`src/rtl/z80_io_bridge.sv`:
```
`default_nettype none
// ============================================================================
//  Module      : z80_io_bridge
//  Description : Bus glue between tv80n pins, on-chip RAM and a byte-stream
//                console. Provides edge-detected I/O strobes, a TX FIFO with
//                wait_n back-pressure, an RX holding register, a
//                status/control port and a level interrupt.
//  Revision    : 1.0  initial release
// ============================================================================
module z80_io_bridge #(
   parameter int         RAM_AW       = 10,
   parameter int         TX_DEPTH     = 16,
   parameter logic [7:0] DATA_PORT    = 8'hBB,
   parameter logic [7:0] STAT_PORT    = 8'hBC,
   parameter bit         WAIT_ON_FULL = 1'b1
) (
   input  logic              clk,
   input  logic              reset,
   input  logic [15:0]       address,
   input  logic [7:0]        cpu_dout,
   input  logic              rd_n,
   input  logic              wr_n,
   input  logic              mreq_n,
   input  logic              iorq_n,
   input  logic              m1_n,
   output logic [7:0]        cpu_din,
   output logic              wait_n,
   output logic              int_n,
   output logic              mem_we,
   output logic [RAM_AW-1:0] mem_addr,
   output logic [7:0]        mem_wdata,
   input  logic [7:0]        mem_rdata,
   output logic [7:0]        tx_data,
   output logic              tx_valid,
   input  logic              tx_ready,
   input  logic [7:0]        rx_data,
   input  logic              rx_valid,
   output logic              rx_ready
);

   localparam int         PW      = $clog2(TX_DEPTH);
   localparam logic [PW:0] PTR_ONE = {{PW{1'b0}}, 1'b1};

   typedef enum logic [1:0] {
      S_IDLE  = 2'd0,
      S_STALL = 2'd1,
      S_HOLD  = 2'd2
   } state_t;

   // ------------------------------------------------------------------
   // Bus decode
   // ------------------------------------------------------------------
   logic       io_cyc;
   logic       io_wr;
   logic       io_rd;
   logic [7:0] port;
   logic       in_ram;

   // Interrupt-acknowledge cycles (M1 with IORQ) are not port accesses.
   assign io_cyc = !iorq_n && m1_n;
   assign io_wr  = io_cyc && !wr_n;
   assign io_rd  = io_cyc && !rd_n;
   assign port   = address[7:0];
   assign in_ram = ((address >> RAM_AW) == 16'd0);

   assign mem_we    = !mreq_n && !wr_n && in_ram;
   assign mem_addr  = address[RAM_AW-1:0];
   assign mem_wdata = cpu_dout;

   // ------------------------------------------------------------------
   // Strobe edge detection
   // ------------------------------------------------------------------
   logic io_wr_q;
   logic rd_data_now;
   logic rd_data_q;
   logic wr_rise;
   logic rx_pop;
   logic stat_wr;

   assign rd_data_now = io_rd && (port == DATA_PORT);

   // Previous-strobe trackers simply follow the pins, also through reset, so a
   // bus cycle that straddles reset release is not mistaken for a new access.
   always_ff @(posedge clk) begin
      io_wr_q   <= io_wr;
      rd_data_q <= rd_data_now;
   end

   assign wr_rise = io_wr && !io_wr_q;
   assign rx_pop  = rd_data_q && !rd_data_now;
   assign stat_wr = wr_rise && (port == STAT_PORT);

   // ------------------------------------------------------------------
   // TX FIFO (pointers carry an extra wrap bit)
   // ------------------------------------------------------------------
   logic [7:0]  fifo_mem [TX_DEPTH];
   logic [PW:0] wptr;
   logic [PW:0] rptr;
   logic        tx_empty;
   logic        tx_full;
   logic        push;
   logic        pop;
   logic [7:0]  push_data;

   assign tx_empty = (wptr == rptr);
   assign tx_full  = (wptr[PW] != rptr[PW]) && (wptr[PW-1:0] == rptr[PW-1:0]);
   assign tx_valid = !tx_empty;
   assign tx_data  = fifo_mem[rptr[PW-1:0]];
   assign pop      = tx_valid && tx_ready;

   // Pointer update; a push and a pop in the same cycle leave the fill level unchanged.
   always_ff @(posedge clk) begin
      if (reset) begin
         wptr <= '0;
         rptr <= '0;
      end else begin
         if (push) wptr <= wptr + PTR_ONE;
         if (pop)  rptr <= rptr + PTR_ONE;
      end
   end

   // Storage array, written at the tail slot on every push.
   always_ff @(posedge clk) begin
      if (push) fifo_mem[wptr[PW-1:0]] <= push_data;
   end

   // ------------------------------------------------------------------
   // DATA_PORT write FSM
   // ------------------------------------------------------------------
   state_t     state;
   state_t     next_state;
   logic       stall_load;
   logic       ovf_set;
   logic [7:0] stall_byte;

   // State register.
   always_ff @(posedge clk) begin
      if (reset) state <= S_IDLE;
      else       state <= next_state;
   end

   // Next state, push request and wait_n. A stalled byte may enter the FIFO
   // in the same cycle the head is drained, releasing the CPU at once.
   always_comb begin
      next_state = state;
      wait_n     = 1'b1;
      push       = 1'b0;
      push_data  = cpu_dout;
      stall_load = 1'b0;
      ovf_set    = 1'b0;
      case (state)
         S_IDLE: begin
            if (wr_rise && (port == DATA_PORT)) begin
               if (!tx_full) begin
                  push       = 1'b1;
                  next_state = S_HOLD;
               end else if (WAIT_ON_FULL) begin
                  stall_load = 1'b1;
                  next_state = S_STALL;
               end else begin
                  ovf_set    = 1'b1;
                  next_state = S_HOLD;
               end
            end
         end
         S_STALL: begin
            push_data = stall_byte;
            if (!tx_full || pop) begin
               push       = 1'b1;
               next_state = S_HOLD;
            end else begin
               wait_n = 1'b0;
            end
         end
         S_HOLD: begin
            if (!io_wr) next_state = S_IDLE;
         end
         default: next_state = S_IDLE;
      endcase
   end

   // Byte captured when a write stalls; it is what gets pushed on release.
   always_ff @(posedge clk) begin
      if (reset)           stall_byte <= 8'h00;
      else if (stall_load) stall_byte <= cpu_dout;
   end

   // ------------------------------------------------------------------
   // Control / status
   // ------------------------------------------------------------------
   logic       ie_rx;
   logic       ie_tx;
   logic       overflow;
   logic [7:0] status;

   // Interrupt enables and sticky overflow flag (bit 2 write-one-to-clear).
   always_ff @(posedge clk) begin
      if (reset) begin
         ie_rx    <= 1'b0;
         ie_tx    <= 1'b0;
         overflow <= 1'b0;
      end else begin
         if (stat_wr) begin
            ie_rx <= cpu_dout[0];
            ie_tx <= cpu_dout[1];
            if (cpu_dout[2]) overflow <= 1'b0;
         end
         if (ovf_set) overflow <= 1'b1;
      end
   end

   // ------------------------------------------------------------------
   // RX holding register
   // ------------------------------------------------------------------
   logic [7:0] rx_buf;
   logic       rx_full;

   assign rx_ready = !rx_full;

   // Capture an offered byte when empty; a CPU pop clears it. Capture has
   // priority so a byte landing in the pop cycle is never lost.
   always_ff @(posedge clk) begin
      if (reset) begin
         rx_buf  <= 8'h00;
         rx_full <= 1'b0;
      end else if (rx_valid && !rx_full) begin
         rx_buf  <= rx_data;
         rx_full <= 1'b1;
      end else if (rx_pop) begin
         rx_full <= 1'b0;
      end
   end

   assign status = {2'b00, ie_tx, ie_rx, tx_empty, overflow, !tx_full, rx_full};

   // Registered level interrupt.
   always_ff @(posedge clk) begin
      if (reset) int_n <= 1'b1;
      else       int_n <= !((ie_rx && rx_full) || (ie_tx && tx_empty));
   end

   // CPU read data mux.
   always_comb begin
      cpu_din = 8'hFF;
      if (io_rd && (port == DATA_PORT))      cpu_din = rx_buf;
      else if (io_rd && (port == STAT_PORT)) cpu_din = status;
      else if (!mreq_n && in_ram)            cpu_din = mem_rdata;
   end

endmodule
`default_nettype wire

```
`config.mk`:
```
export PLATFORM = sky130hd
export DESIGN_NAME = z80_io_bridge
export DESIGN_NICKNAME = d
export VERILOG_FILES = /design/src/rtl/z80_io_bridge.sv
export SDC_FILE = /design/constraint.sdc
export NUM_CORES = 1
export LEC_CHECK = 0
export ABC_CLOCK_PERIOD_IN_PS = 5900
export CAP_MARGIN = 0
export CORE_MARGIN = 2
export CORE_UTILIZATION = 45
export DETAILED_ROUTE_END_ITERATION = 12
export GPL_TIMING_DRIVEN = 0
export PLACE_DENSITY_LB_ADDON = 0.1
export SYNTH_ARGS = -nofsm -noshare
export SYNTH_HDL_FRONTEND = slang
export SYNTH_SLANG_ARGS = --single-unit
export TNS_END_PERCENT = 5
```
`constraint.sdc`:
```
create_clock -name clk -period 5.9 [get_ports clk]
set_input_delay 1.18 -clock clk [delete_from_list [all_inputs] [get_ports clk]]
set_output_delay 1.18 -clock clk [all_outputs]
set_load 0.01 [all_outputs]
```
# == Word level (Yosys, flattened, before mapping) ==
# Memories as Yosys holds them, arrays and structs flattened. A register that Yosys moved wholly into a read port is not among the register bits.
# Index checks and enable logic that the tools add are counted.
# op_classes
add_sub_neg,2
muxes,23
reduce_logical,33
n_eq_ne,10
# ops
op,count
8-bit 2-to-1 mux,4
1-bit logical AND,17
"8-bit equality test, second input constant",2
16-bit logical NOT,1
1-bit 2-to-1 mux,11
"5-bit by 1-bit adder with 5-bit output, second input constant",2
1-bit logical NOT,10
2-bit 2-to-1 mux,4
4-bit 2-to-1 mux,2
"2-bit inequality test, second input constant",3
2-bit one-hot mux with 3 select lines,1
5-bit equality test,1
4-bit equality test,1
3-bit AND reduction,1
"2-bit by 1-bit equality test with 1-bit output, second input constant",1
"2-bit equality test, second input constant",1
2-bit logical NOT,1
1-bit logical OR,2
1-bit one-hot mux with 2 select lines,1
2-bit nonzero test,1
1-bit inequality test,1
# word_totals
ramBits,128
output_inout_bits,39
regBits,34
input_bits,49
n_memories,1
elab_cells,80
# memory_table
memory,words,word_bits,read_ports,rd_clocked_by_memory_dff,wr,line_no,text
fifo_mem,16,8,1,1,1,96,logic [7:0] fifo_mem [TX_DEPTH];

# == Logic depth before layout (Yosys ltp) ==
# logic_depth
word_depth,9
mapped_depth,6
mapped_depth_nobuf,5

# == Worst setup path after synthesis ==
# Ideal clock, no wire load.
# synth_timing
path_type,input to output
start,input port address[6]
end,output port cpu_din[1]
path_slack_ps,2359
arrival_ps,2361
required_ps,4720
cell_stages,6
path_buffers,2
path_cell_list,and4b_1 -> and4_1 -> clkbuf_1 -> clkbuf_1 -> nand2_1 -> o21ai_0
# synth_via
elab_cells_between_ends,6
cone_classes,2 x eq/ne; 2 x mux; 2 x reduce/logical
# synth_lines
item,line_no,text
start: declaration,19,"input logic [15:0] address,"
8-bit equality test,n/a,
1-bit logical AND,n/a,
via rd_data_now,74,logic rd_data_now;
8-bit 2-to-1 mux,245,if (io_rd && (port == DATA_PORT)) cpu_din = rx_buf;
end: declaration,26,"output logic [7:0] cpu_din,"
# The timed path passes the listed nets, and every way through them passes these cells.

# == Final worst setup path ==
# layout_timing
start,input port address[4]
end,output port cpu_din[1]
# Same word-level chain as after synthesis.

==> impl_metrics.json <==
{
  "die_width_um": 128,
  "wl_per_cell_um": 19.7,
  "floorplan.core_area_mm2": 0.0151,
  "antenna_found_initial": 0,
  "synthesis.yosys.warnings": 0,
  "track_usage": 0.188,
  "cts_max_level": 4,
  "layout.core_utilization": 0.566,
  "clockRootBuffer": "sky130_fd_sc_hd__clkbuf_16",
  "postRouteWirelength_mm": 14.5,
  "run_status": "finished clean",
  "reg2reg_depth": 5,
  "boundaryPins": 88,
  "first_iter_violations": 270,
  "power.density_mw_per_mm2": 277,
  "number_of_global_route_vias_before_repair": 4222,
  "maxClockFrequency_mhz": 210,
  "combPwrFrac": 0.040,
  "holdPathStages": 2,
  "hold_buffers": 0,
  "first_pass_iters": 4,
  "worst_setup_path_start_kind": "primary input",
  "synth-edff-count": 128,
  "post_cts.resized_instances": 0,
  "postRouteAntennaNets": 0,
  "max_cap_viol_count": 0,
  "setup_slack_ns": 1.13,
  "routed-via-count": 3946,
  "timing.slew.headroom": 0.175,
  "whs_ns": 0.455,
  "syn-cell-area_mm2": 0.00694,
  "grt_max_degree": 17,
  "clkLatencyLatePin_ns": 0.42,
  "cts.sink_count": 166,
  "sequentialPowerShare": 0.532,
  "height_of_the_die_um": 128,
  "place.gp.congestion": 0.735,
  "rows": 45,
  "critical_path.endpoint_type": "primary output",
  "synthArstFlopShare": 0,
  "worst-endpoint-required_ns": 4.72,
  "overflow": 0,
  "hold_path.class": "reg -> reg",
  "timing_worst_slew_pin_value_ns": 1.23,
  "hold_viol_final": 0,
  "path_cells": "clkdlybuf4s50_1, and4b_1, and4_1, clkbuf_1, clkbuf_1, nand2_1, o21ai_0, clkdlybuf4s50_1",
  "finalCritPeriodShare": 0.808,
  "cts.reportedPaths.clkPinSlew_ns": 0.06,
  "worst_r2r_startpoint": "rptr[4]",
  "post-cts-setup-buffer-count": 0,
  "power_report.internal_total_w": 0.00190,
  "clk_path_buf_depth": 2,
  "critPathArrivalTime_ns": 3.59,
  "final_number_of_setup_violating_endpoints": 0,
  "io_buffer_count": 84,
  "syn_to_final_growth_pct": 23.6,
  "antenna_cells_inserted": 0,
  "ys_seq_area_frac": 0.664,
  "synth-main-ff-cell": "sky130_fd_sc_hd__edfxtp_1",
  "critical_path_peak_fanout": 10,
  "detailedPlace.worstSlack_ns": 1.14,
  "place_hpwl_mm": 10.4,
  "holdCritStartpoint": "rx_buf[3]",
  "cts_buffers": 17,
  "yosysUniqueCellTypes": 43,
  "pwr-share-clk": 0.428,
  "critical_path.slowest_cell": "sky130_fd_sc_hd__clkdlybuf4s50_1",
  "synth.ff_latch_count": 166,
  "grt_setup_unrepaired": "false",
  "floorplan.die_area_mm2": 0.0164,
  "worst-setup-path-type": "in -> out",
  "initial_utilization": 0.458,
  "layout-drive-gt1-share": 0.200,
  "peakVddDrop_uv": 174,
  "avgSynthCellArea_um2": 16.1,
  "r2r_setup_slack_ns": 2.91,
  "syn_nets": 486,
  "drt-vias-per-instance": 5.35,
  "p_switching_w": 0.000482,
  "hold_path_end": "rx_buf[3]",
  "fin_tns_setup_ns": 0,
  "cp_slowest_stage_delay_ns": 0.58,
  "final.min_clock_period_ns": 4.77,
  "finalClockSkew_ns": 0.00775,
  "tritoncts": "built",
  "grt_pass1_wl_mm": 22.7,
  "post_synth_inst_count": 432,
  "design.final.nets": 590,
  "route.detailed.drc": 0,
  "fill_cells": 1177,
  "static-leakage-power_nw": 2.86,
  "p_sw_frac": 0.203,
  "slew_viol_final": 0,
  "r2r-end": "fifo_mem[3][0]"
}
## cell usage after synthesis (all sizes together), types with 2 or more instances
master / n / share of area
xor2: 4 / 0.0050
mux2i: 12 / 0.017
o21ai: 12 / 0.0087
nand4: 6 / 0.0063
nor3: 5 / 0.0036
nor2b: 4 / 0.0036
mux4: 40 / 0.13
clkbuf: 14 / 0.0076
nor3b: 3 / 0.0032
nand2: 29 / 0.016
and4: 4 / 0.0058
edfxtp: 128 / 0.55
mux2: 12 / 0.020
dfxtp: 38 / 0.11
buf: 25 / 0.025
nand2b: 3 / 0.0027
ha: 5 / 0.0090
nor4: 2 / 0.0018
o211ai: 2 / 0.0022
inv: 5 / 0.0027
xnor2: 7 / 0.0088
a32oi: 2 / 0.0025
nor2: 42 / 0.023
a21o: 3 / 0.0032
a211oi: 4 / 0.0061
a21oi: 12 / 0.0087
## stage by stage
step | total power, W | instance area (um2) | instances
after global placement | 0.00138 | 8010 | 704
after CTS | 0.00239 | 8550 | 736
final | 0.00238 | 8570 | 737
after global routing | 0.00245 | 8570 | 737
after detailed placement | 0.00139 | 8010 | 704
after floorplan | 0.00132 | 6940 | 432
## power groups by stage
| stage | registers (W) | clock network (W) | logic (W) |
|---|---|---|---|
| 6_report | 0.00126 | 0.00102 | 0.0000962 |
| 5_1_grt | 0.00126 | 0.00108 | 0.000104 |
| 4_1_cts | 0.00126 | 0.00103 | 0.0000975 |
| 3_5_place_dp | 0.00129 | 0 | 0.0000970 |
| 3_3_place_gp | 0.00129 | 0 | 0.0000951 |
| 2_1_floorplan | 0.00129 | 0 | 0.0000362 |
## area by class of cell
| class | instances | area [um2] | share of cell area |
|---|---|---|---|
| flip-flops and latches | 166 | 4600 | 0.537 |
| multi-input cells | 222 | 2100 | 0.245 |
| repair buffers | 85 | 848 | 0.0990 |
| clock buffers | 21 | 440 | 0.0514 |
| well taps | 188 | 235 | 0.0274 |
| plain buffers | 39 | 225 | 0.0263 |
| clock inverters | 11 | 101 | 0.0118 |
| inverters | 5 | 18.8 | 0.00219 |
## routing by layer
layer	routed length [um]	vias to the layer above	share of wire	track usage
met5	0	-	0	0
met4	290	0	0.020	0.0679
met3	447	23	0.031	0.0401
met2	7200	91	0.50	0.310
met1	6580	1979	0.45	0.248
li1	-	1853	-	-
## placed cells by master, fill, tap and decap left out, types with 2 or more instances in the layout
master and count:
sky130_fd_sc_hd__xnor2_1 7, sky130_fd_sc_hd__and4_4 2, sky130_fd_sc_hd__mux2_1 2, sky130_fd_sc_hd__o21ai_0 12
sky130_fd_sc_hd__edfxtp_1 128, sky130_fd_sc_hd__clkinvlp_4 2, sky130_fd_sc_hd__a21o_1 3, sky130_fd_sc_hd__nand2_1 29
sky130_fd_sc_hd__o211ai_1 2, sky130_fd_sc_hd__mux2_2 9, sky130_fd_sc_hd__a211oi_1 3, sky130_fd_sc_hd__nand4_1 5
sky130_fd_sc_hd__dfxtp_1 38, sky130_fd_sc_hd__xor2_1 4, sky130_fd_sc_hd__clkinv_1 2, sky130_fd_sc_hd__buf_2 3
sky130_fd_sc_hd__clkdlybuf4s50_1 84, sky130_fd_sc_hd__mux2i_1 12, sky130_fd_sc_hd__nor4_1 2, sky130_fd_sc_hd__nor3_1 3
sky130_fd_sc_hd__nor3_2 2, sky130_fd_sc_hd__ha_1 5, sky130_fd_sc_hd__nor2_1 42, sky130_fd_sc_hd__clkbuf_16 17
sky130_fd_sc_hd__a21oi_1 12, sky130_fd_sc_hd__inv_6 2, sky130_fd_sc_hd__nor2b_1 4, sky130_fd_sc_hd__buf_4 18
sky130_fd_sc_hd__and4_1 2, sky130_fd_sc_hd__clkinv_4 3, sky130_fd_sc_hd__buf_1 3, sky130_fd_sc_hd__inv_1 5
sky130_fd_sc_hd__nor3b_1 3, sky130_fd_sc_hd__mux4_2 40, sky130_fd_sc_hd__a32oi_1 2, sky130_fd_sc_hd__clkbuf_1 18
sky130_fd_sc_hd__nand2b_1 3
## registers in the layout (all words and copies together) (netlist names), named ones only
| name | flops |
|---|---|
| ie_rx | 1 |
| rd_data_q | 1 |
| int_n | 1 |
| fifo_mem | 128 |
| stall_byte | 8 |
| wptr | 5 |
| rptr | 5 |
| io_wr_q | 1 |
| ie_tx | 1 |
| state | 2 |
| rx_full | 1 |
| rx_buf | 8 |
## worst max path at each step
stage | from | endpoint | cells after the start
after floorplan | address[6] | cpu_din[1] | 6
after global placement | address[4] | cpu_din[1] | 8
after detailed placement | address[4] | cpu_din[1] | 8
after CTS | address[4] | cpu_din[1] | 8
after global routing | iorq_n | cpu_din[1] | 8
final | address[4] | cpu_din[1] | 8
## kinds of logic after synthesis
logic type      Yosys count  share of synthesized area
flops                   166                      0.664
simple gates            105                     0.0759
mux                      64                      0.167
buf+inv                  44                     0.0352
compound gates           37                     0.0350
xor+xnor                 11                     0.0139
fa+ha+maj                 5                    0.00902
## critical path, delay by kind of cell
| family | cells | cell delay, ns |
|---|---|---|
| buffers and inverters | 4 | 1.71 |
| and+or+nand+nor | 3 | 0.62 |
| AOI/OAI and AO/OA | 1 | 0.08 |
(Power assumes the default switching activity.)
